==> src/rtl/uart_debug_loader_pkg.sv <==
// Shared encodings and helpers for the UART debug loader.
// Optional checksum stage is enabled by defining UART_LOADER_CHKSUM_EN (off by default).
package uart_debug_loader_pkg;

  // Receiver state encoding
  typedef enum logic [1:0] {
    RX_IDLE  = 2'd0,
    RX_START = 2'd1,
    RX_DATA  = 2'd2,
    RX_STOP  = 2'd3
  } rx_state_e;

  // Loader state encoding; L_CHK only exists with the checksum stage
`ifdef UART_LOADER_CHKSUM_EN
  typedef enum logic [2:0] {
    L_IDLE = 3'd0,
    L_LEN  = 3'd1,
    L_DATA = 3'd2,
    L_CHK  = 3'd3,
    L_DONE = 3'd4
  } ld_state_e;
`else
  typedef enum logic [2:0] {
    L_IDLE = 3'd0,
    L_LEN  = 3'd1,
    L_DATA = 3'd2,
    L_DONE = 3'd4
  } ld_state_e;
`endif

  // Clock cycles per UART bit (floor)
  function automatic int unsigned calc_div(input int unsigned clk_freq,
                                           input int unsigned baud);
    return clk_freq / baud;
  endfunction

endpackage

==> src/rtl/uart_debug_loader_uart_rx_core.sv <==
// 8N1 UART receiver: 2-flop synchroniser plus oversampling-free bit FSM.
module uart_rx_core
  import uart_debug_loader_pkg::*;
#(
  parameter int unsigned CLK_FREQ = 50_000_000,
  parameter int unsigned BAUD     = 115200
) (
  input  logic       clk,
  input  logic       rst,
  input  logic       i_rxd,
  output logic [7:0] o_byte,
  output logic       o_byte_valid,
  output logic       o_frame_err
);

  localparam int unsigned DIV   = calc_div(CLK_FREQ, BAUD);
  localparam int unsigned CNT_W = $clog2(DIV);
  localparam logic [CNT_W-1:0] HALF_M1 = CNT_W'(DIV / 2 - 1);
  localparam logic [CNT_W-1:0] FULL_M1 = CNT_W'(DIV - 1);

  logic [1:0]       r_sync;
  logic             r_prev;
  logic             w_rx;
  logic             w_fall;
  rx_state_e        r_state;
  logic [CNT_W-1:0] r_cnt;
  logic [2:0]       r_bit;
  logic [7:0]       r_shift;
  logic             r_brk;

  assign w_rx   = r_sync[1];
  assign w_fall = r_prev & ~w_rx;

  // Synchronise rxd and keep the previous synced value for edge detection
  always_ff @(posedge clk or negedge rst) begin
    if (!rst) begin
      r_sync <= 2'b11;
      r_prev <= 1'b1;
    end else begin
      r_sync <= {r_sync[0], i_rxd};
      r_prev <= r_sync[1];
    end
  end

  // Bit-level receive FSM; samples mid-bit, LSB first
  always_ff @(posedge clk or negedge rst) begin
    if (!rst) begin
      r_state      <= RX_IDLE;
      r_cnt        <= '0;
      r_bit        <= '0;
      r_shift      <= '0;
      r_brk        <= 1'b0;
      o_byte       <= '0;
      o_byte_valid <= 1'b0;
      o_frame_err  <= 1'b0;
    end else begin
      o_byte_valid <= 1'b0;
      o_frame_err  <= 1'b0;
      case (r_state)
        RX_IDLE: begin
          if (w_fall) begin
            r_state <= RX_START;
            r_cnt   <= '0;
          end
        end
        RX_START: begin
          if (r_cnt == HALF_M1) begin
            r_cnt   <= '0;
            r_bit   <= '0;
            r_state <= w_rx ? RX_IDLE : RX_DATA;
          end else begin
            r_cnt <= r_cnt + 1'b1;
          end
        end
        RX_DATA: begin
          if (r_cnt == FULL_M1) begin
            r_cnt   <= '0;
            r_shift <= {w_rx, r_shift[7:1]};
            if (r_bit == 3'd7) r_state <= RX_STOP;
            else               r_bit   <= r_bit + 3'd1;
          end else begin
            r_cnt <= r_cnt + 1'b1;
          end
        end
        RX_STOP: begin
          // After a bad stop bit, park here until the line returns high
          if (r_brk) begin
            if (w_rx) begin
              r_brk   <= 1'b0;
              r_state <= RX_IDLE;
            end
          end else if (r_cnt == FULL_M1) begin
            r_cnt <= '0;
            if (w_rx) begin
              o_byte       <= r_shift;
              o_byte_valid <= 1'b1;
              r_state      <= RX_IDLE;
            end else begin
              o_frame_err <= 1'b1;
              r_brk       <= 1'b1;
            end
          end else begin
            r_cnt <= r_cnt + 1'b1;
          end
        end
        default: r_state <= RX_IDLE;
      endcase
    end
  end

endmodule

==> src/rtl/uart_debug_loader.sv <==
// Length-prefixed UART program loader writing DATA_W words into the instruction ROM.
// Define UART_LOADER_CHKSUM_EN to add a trailing 8-bit checksum byte check.
module uart_debug_loader
  import uart_debug_loader_pkg::*;
#(
  parameter int unsigned       CLK_FREQ  = 50_000_000,
  parameter int unsigned       BAUD      = 115200,
  parameter int unsigned       DATA_W    = 32,
  parameter int unsigned       ADDR_W    = 32,
  parameter int unsigned       DEPTH     = 4096,
  parameter logic [ADDR_W-1:0] BASE_ADDR = '0
) (
  input  logic              clk,
  input  logic              rst,
  input  logic              debug,
  input  logic              uart_rxd,
  output logic              ce_o,
  output logic              wen_o,
  output logic [ADDR_W-1:0] addr_o,
  output logic [DATA_W-1:0] data_o,
  output logic              hold_o,
  output logic              done_o,
  output logic              frame_err_o,
  output logic              chk_err_o,
  output logic [15:0]       word_cnt_o
);

  localparam int unsigned BYTES  = DATA_W / 8;
  localparam int unsigned BIDX_W = (BYTES > 1) ? $clog2(BYTES) : 1;
  localparam logic [BIDX_W-1:0] LAST_B = BIDX_W'(BYTES - 1);

  logic              [7:0] w_byte;
  logic                    w_byte_valid;
  logic                    w_frame_err;
  ld_state_e               r_state;
  logic                    r_debug_q;
  logic             [15:0] r_len;
  logic       [BIDX_W-1:0] r_bidx;
  logic             [15:0] r_widx;
  logic       [DATA_W-1:0] r_word;
  logic       [DATA_W+7:0] w_cat;
  logic       [DATA_W-1:0] w_word_next;
  logic             [31:0] w_widx_mod;
  logic       [ADDR_W-1:0] w_addr;
  logic             [15:0] w_widx_inc;
`ifdef UART_LOADER_CHKSUM_EN
  logic              [7:0] r_sum;
`endif

  uart_rx_core #(
    .CLK_FREQ (CLK_FREQ),
    .BAUD     (BAUD)
  ) u_rx (
    .clk          (clk),
    .rst          (rst),
    .i_rxd        (uart_rxd),
    .o_byte       (w_byte),
    .o_byte_valid (w_byte_valid),
    .o_frame_err  (w_frame_err)
  );

  // New bytes enter at the top so the first byte ends up in the LSBs
  assign w_cat       = {w_byte, r_word};
  assign w_word_next = w_cat[DATA_W+7:8];
  assign w_widx_mod  = 32'(r_widx) & 32'(DEPTH - 1);
  assign w_addr      = BASE_ADDR + ADDR_W'(w_widx_mod * BYTES);
  assign w_widx_inc  = r_widx + 16'd1;
  assign hold_o      = ce_o;

`ifndef UART_LOADER_CHKSUM_EN
  assign chk_err_o = 1'b0;
`endif

  // Loader FSM: length header, word assembly, write strobes, completion
  always_ff @(posedge clk or negedge rst) begin
    if (!rst) begin
      r_state     <= L_IDLE;
      r_debug_q   <= 1'b0;
      r_len       <= '0;
      r_bidx      <= '0;
      r_widx      <= '0;
      r_word      <= '0;
      ce_o        <= 1'b0;
      wen_o       <= 1'b0;
      addr_o      <= BASE_ADDR;
      data_o      <= '0;
      done_o      <= 1'b0;
      frame_err_o <= 1'b0;
      word_cnt_o  <= '0;
`ifdef UART_LOADER_CHKSUM_EN
      r_sum       <= '0;
      chk_err_o   <= 1'b0;
`endif
    end else begin
      r_debug_q <= debug;
      wen_o     <= 1'b0;
      if (w_frame_err) frame_err_o <= 1'b1;

      // Debug low aborts any load; the abort beats a coincident byte
      if (!debug && (r_state != L_IDLE)) begin
        r_state <= L_IDLE;
        ce_o    <= 1'b0;
        done_o  <= 1'b0;
      end else begin
        case (r_state)
          L_IDLE: begin
            if (debug && !r_debug_q) begin
              r_state     <= L_LEN;
              ce_o        <= 1'b1;
              frame_err_o <= 1'b0;
              word_cnt_o  <= '0;
              r_bidx      <= '0;
              r_widx      <= '0;
              r_len       <= '0;
              addr_o      <= BASE_ADDR;
`ifdef UART_LOADER_CHKSUM_EN
              r_sum       <= '0;
              chk_err_o   <= 1'b0;
`endif
            end
          end
          L_LEN: begin
            if (w_byte_valid) begin
              if (r_bidx == '0) begin
                r_len[7:0] <= w_byte;
                r_bidx     <= BIDX_W'(1);
              end else begin
                r_len[15:8] <= w_byte;
                r_bidx      <= '0;
                if ({w_byte, r_len[7:0]} == 16'd0) begin
`ifdef UART_LOADER_CHKSUM_EN
                  r_state <= L_CHK;
`else
                  r_state <= L_DONE;
                  done_o  <= 1'b1;
                  ce_o    <= 1'b0;
`endif
                end else begin
                  r_state <= L_DATA;
                end
              end
            end
          end
          L_DATA: begin
            if (w_byte_valid) begin
              r_word <= w_word_next;
`ifdef UART_LOADER_CHKSUM_EN
              r_sum  <= r_sum + w_byte;
`endif
              if (r_bidx == LAST_B) begin
                r_bidx     <= '0;
                wen_o      <= 1'b1;
                data_o     <= w_word_next;
                addr_o     <= w_addr;
                word_cnt_o <= w_widx_inc;
                r_widx     <= w_widx_inc;
                if (w_widx_inc == r_len) begin
`ifdef UART_LOADER_CHKSUM_EN
                  r_state <= L_CHK;
`else
                  r_state <= L_DONE;
                  done_o  <= 1'b1;
                  ce_o    <= 1'b0;
`endif
                end
              end else begin
                r_bidx <= r_bidx + 1'b1;
              end
            end
          end
`ifdef UART_LOADER_CHKSUM_EN
          L_CHK: begin
            if (w_byte_valid) begin
              r_state <= L_DONE;
              ce_o    <= 1'b0;
              if (w_byte == r_sum) done_o    <= 1'b1;
              else                 chk_err_o <= 1'b1;
            end
          end
`endif
          L_DONE: begin
            ce_o <= 1'b0;
          end
          default: r_state <= L_IDLE;
        endcase
      end
    end
  end

endmodule

==> config.mk <==
export PLATFORM = sky130hd
export DESIGN_NAME = uart_debug_loader
export DESIGN_NICKNAME = d
export VERILOG_FILES = /design/src/rtl/uart_debug_loader_pkg.sv /design/src/rtl/uart_debug_loader_uart_rx_core.sv /design/src/rtl/uart_debug_loader.sv
export SDC_FILE = /design/constraint.sdc
export NUM_CORES = 1
export LEC_CHECK = 0
export ABC_AREA = 1
export CAP_MARGIN = 20
export CORE_MARGIN = 2
export CORE_UTILIZATION = 55
export DETAILED_ROUTE_END_ITERATION = 12
export GPL_ROUTABILITY_DRIVEN = 0
export PLACE_DENSITY_LB_ADDON = 0.3
export SYNTH_ARGS = -nofsm -noshare
export SYNTH_HDL_FRONTEND = slang
export SYNTH_HIERARCHICAL = 1
export SYNTH_SLANG_ARGS = --single-unit
==> constraint.sdc <==
create_clock -name clk -period 2.15 [get_ports clk]
set_input_delay 0.215 -clock clk [delete_from_list [all_inputs] [get_ports clk]]
set_output_delay 0.215 -clock clk [all_outputs]
set_load 0.03 [all_outputs]
==> results by group <==
Placed design
  • Dpl ws: 0.1069 ns
  • DP HPWL: 10030 µm
  • Port Buffer Count: 68

Floorplan
  • Ports: 90
  • Die span in x: 116.9 µm
  • Die span in y: 116.9 µm
  • Die area: 0.01365 mm²
  • Initial core utilization: 0.5596
  • Area of the core: 0.01252 mm²
  • FP Rows: 41

Clocking
  • CTS tree: built
  • Worst skew pair latency: 0.42 ns
  • Reg clk slew, reported paths: approximately 0.060 ns
  • H-tree levels: 4
  • Clk root buf: clkbuf_16
  • CTS Sinks: 146
  • Clock tree buffer depth: 2
  • Cts bufs inserted: 17

Global routing
  • Number of global-route vias before repair: 5245
  • GRT busiest layer: met2
  • Global Route met1 Usage: 0.3085
  • Initial antenna violation count: 0
  • Pin count of the biggest net entering global routing: 78
  • M3 GR Usage: 0.05458
  • Total grt overflow: 0
  • Met2 usage: 0.3638
  • First-pass GRT wire length: 24760 µm
  • Total track usage: 0.2327

STA
  • TNS Setup: 0 ns
  • Setup ws final: 0.09143 ns
  • Final hold violation count: 0
  • Relative slew slack: 0.6503
  • Clock skew: 0.005859 ns
  • Fin. max-slew vios: 0
  • Least-Margin Pin Slew: between 0.5 and 0.6 ns
  • Final Critical Period: 2.059 ns
  • Final Setup Violations: 0
  • Final worst-path cycle share: 0.9575
  • Fmax: 485.8 MHz

Detailed routing
  • Wire per inst: 13.64 µm
  • DRC violations left: 0
  • First drt pass iteration count: 5
  • Via density: 5.152
  • Vias: 5667
  • First DRT Iteration DRCs: ~590
  • DRT antenna net count: 0
  • Drt total wl: approximately 15000 µm

Finish
  • # nets final: just over 900
  • Ant diodes: 0
  • Synth-to-layout area growth: 21.95%
  • Layout cells sized above 1: 0.1131
  • Reg area: 0.003664 mm²
  • # fillers: 1013
  • Footprint of the multi-input gates: about 0.0028 mm²

Yosys
  • Avg Inst Size Synth: 8.328 µm²
  • Mapped Cells: 841
  • Share of the yosys chip area belonging to registers: 0.5222
  • Unique cell type count in the Yosys netlist: 39
  • Post-synthesis register bit count: approximately 150
  • Mapped Area: approximately 0.007 mm²
  • Yosys warnings: 6

Setup path
  • Max incr delay on CP: 0.42 ns
  • CP Capture Type: register
  • Arr. time, crit path: roughly 2.4 ns
  • Worst path required time: 2.45 ns
  • Setup crit start kind: register
  • CP max stage cell: dfrtp_2
  • Worst path most repeated cell: nand2_1
  • Crit-path max FO: 6
  • Setup slack, reg-to-reg: 0.09 ns
  • Crit path cell chain: ha_4 > nand2_1 > nor2_2 > nand3_1 > xnor3_1 > nand3_1 > nor2_1 > nand2_1 > nand2_2 > nand2_1 > nand2_1 > nand2_1
  • Crit path kind: reg -> reg

Pwr
  • Clock power frac: 0.422
  • LEAKAGE: roughly 4 nW
  • PwrDens: approximately 900 mW/mm²
  • Peak VDD IR: 0.0005760 V
  • Switching share of power: 0.2911
  • Reg power frac: 0.397
  • Int Pwr: 5.294 mW
  • Comb power frac: 0.181
  • Switching power: 2.173 mW

Status
  • Status: finished, final reports clean

Worst hold path
  • Hold Path Class: in -> reg

Job
  • Max Cap Viol: 0
registers in the layout (all words and copies together), names as in the netlist, 2 cells and up, named ones only:
register,flops
r_bidx,2
addr_o,12
r_widx,16
r_state,3
r_word,24
r_len,16
u_rx/r_cnt,9
u_rx/r_sync,2
u_rx/r_shift,8
u_rx/o_byte,8
data_o,32
u_rx/r_bit,3
worst max-delay path, delay by kind of cell, from the launching register on:
family	cells	cell delay (ns)
fa+ha+maj	1	0.19
simple gates	10	1.09
flops	1	0.42
xor+xnor	1	0.24
what timing repair did:
action / in CTS / in global routing
gates resized for setup: 0 / 16
setup buffers: 0 / 2
setup endpoints to repair: 0 / 6
hold buffers: 1 / 0
endpoints found under the hold margin: 55 / 0
power groups by stage:
stage / registers [mW] / logic, mW / clock network [mW]
floorplan: 3.01 / 1.00 / 0
global placement: 3.01 / 1.33 / 0
detailed placement: 3.01 / 1.34 / 0
CTS: 2.96 / 1.34 / 3.19
global route: 2.98 / 1.52 / 3.32
finish: 2.97 / 1.35 / 3.15
cells by family (layout without fill, tap and decap cells):
| logic type | after synthesis | in the layout | synth area share |
|---|---|---|---|
| buffers and inverters | 164 | 230 | 0.1036 |
| and+or+nand+nor | 383 | 384 | 0.2413 |
| other | 1 | 21 | 0.0005354 |
| AOI/OAI and AO/OA | 133 | 133 | 0.1065 |
| xor gates and xnor gates | 6 | 6 | 0.01161 |
| DFF | 146 | 146 | 0.5222 |
| adders and majority gates | 8 | 8 | 0.01429 |
layer usage:
metal | share of wire | vias up
li1 | - | 2798
met1 | 0.44 | 2646
met2 | 0.48 | 189
met3 | 0.055 | 34
met4 | 0.026 | 0
met5 | 0 | -
metrics by stage:
stage	area (µm²)	power [mW]	std cells	utilization	hold slack, ns
final	8542	7.467	1100	0.6824	0.2129
after floorplan	7079	4.009	861	-	-0.08059
after CTS	8464	7.494	1097	0.6762	0.1955
after global routing	8542	7.816	1100	0.6824	0.2013
after global placement	7816	4.336	1064	0.6245	0.2145
after detailed placement	7816	4.348	1064	0.6245	0.2132
synth_stat cells (all sizes together):
library cell | count | area, µm²
nand2 | 252 | 993.5
dfrtp | 143 | 3578
inv | 119 | 449.2
o21ai | 99 | 533.0
nand3 | 60 | 322.8
nor2 | 50 | 244.0
buf | 32 | 227.7
o22ai | 24 | 150.1
clkbuf | 13 | 48.80
nand4 | 10 | 62.56
ha | 8 | 100.1
a21oi | 5 | 25.02
nor3 | 4 | 20.02
xor2 | 4 | 35.03
dfstp | 3 | 78.83
nor4 | 3 | 18.77
nand3b | 2 | 15.01
o21a | 2 | 15.01
a31o | 1 | 8.760
a31oi | 1 | 6.260
and2 | 1 | 6.260
conb | 1 | 3.750
nor3b | 1 | 7.510
o21bai | 1 | 7.510
xnor3 | 1 | 22.52
xor3 | 1 | 23.77
layout make-up:
class | instances | area share
inverter | 119 | 0.05259
timing repair buffer | 79 | 0.09565
sequential | 146 | 0.4289
clock buffer | 21 | 0.05390
tap | 172 | 0.02519
clock inverter | 11 | 0.02080
multi-input combinational | 552 | 0.3230
worst paths after layout:
| kind | from | to | cells after the start |
|---|---|---|---|
| max in group asynchronous | rst | u_rx/r_sync[1] | 3 |
| setup / recovery | r_widx[0] | ce_o | 12 |
| hold / removal | uart_rxd | u_rx/r_sync[0] | 1 |
| setup reg to reg | r_widx[0] | ce_o | 12 |
| min in group asynchronous | rst | data_o[3] | 2 |
| hold reg to reg | u_rx/r_sync[0] | u_rx/r_sync[1] | 0 |
cells in the final DEF (no fill, tap or decap), types with 5 or more instances in the layout:
cell type	count
o21ai_2	12
o21ai_1	14
clkdlybuf4s50_1	67
dfrtp_1	138
o21ai_0	73
nor2_4	6
dfrtp_2	5
nor2_2	7
inv_2	8
buf_4	6
nand2_2	12
inv_1	110
nand2_1	237
nand3_1	57
clkbuf_16	17
nand4_1	10
nor2_1	37
o22ai_1	24
conb_1	21
ha_1	7
No activity file was read; power rests on OpenSTA's default activity.
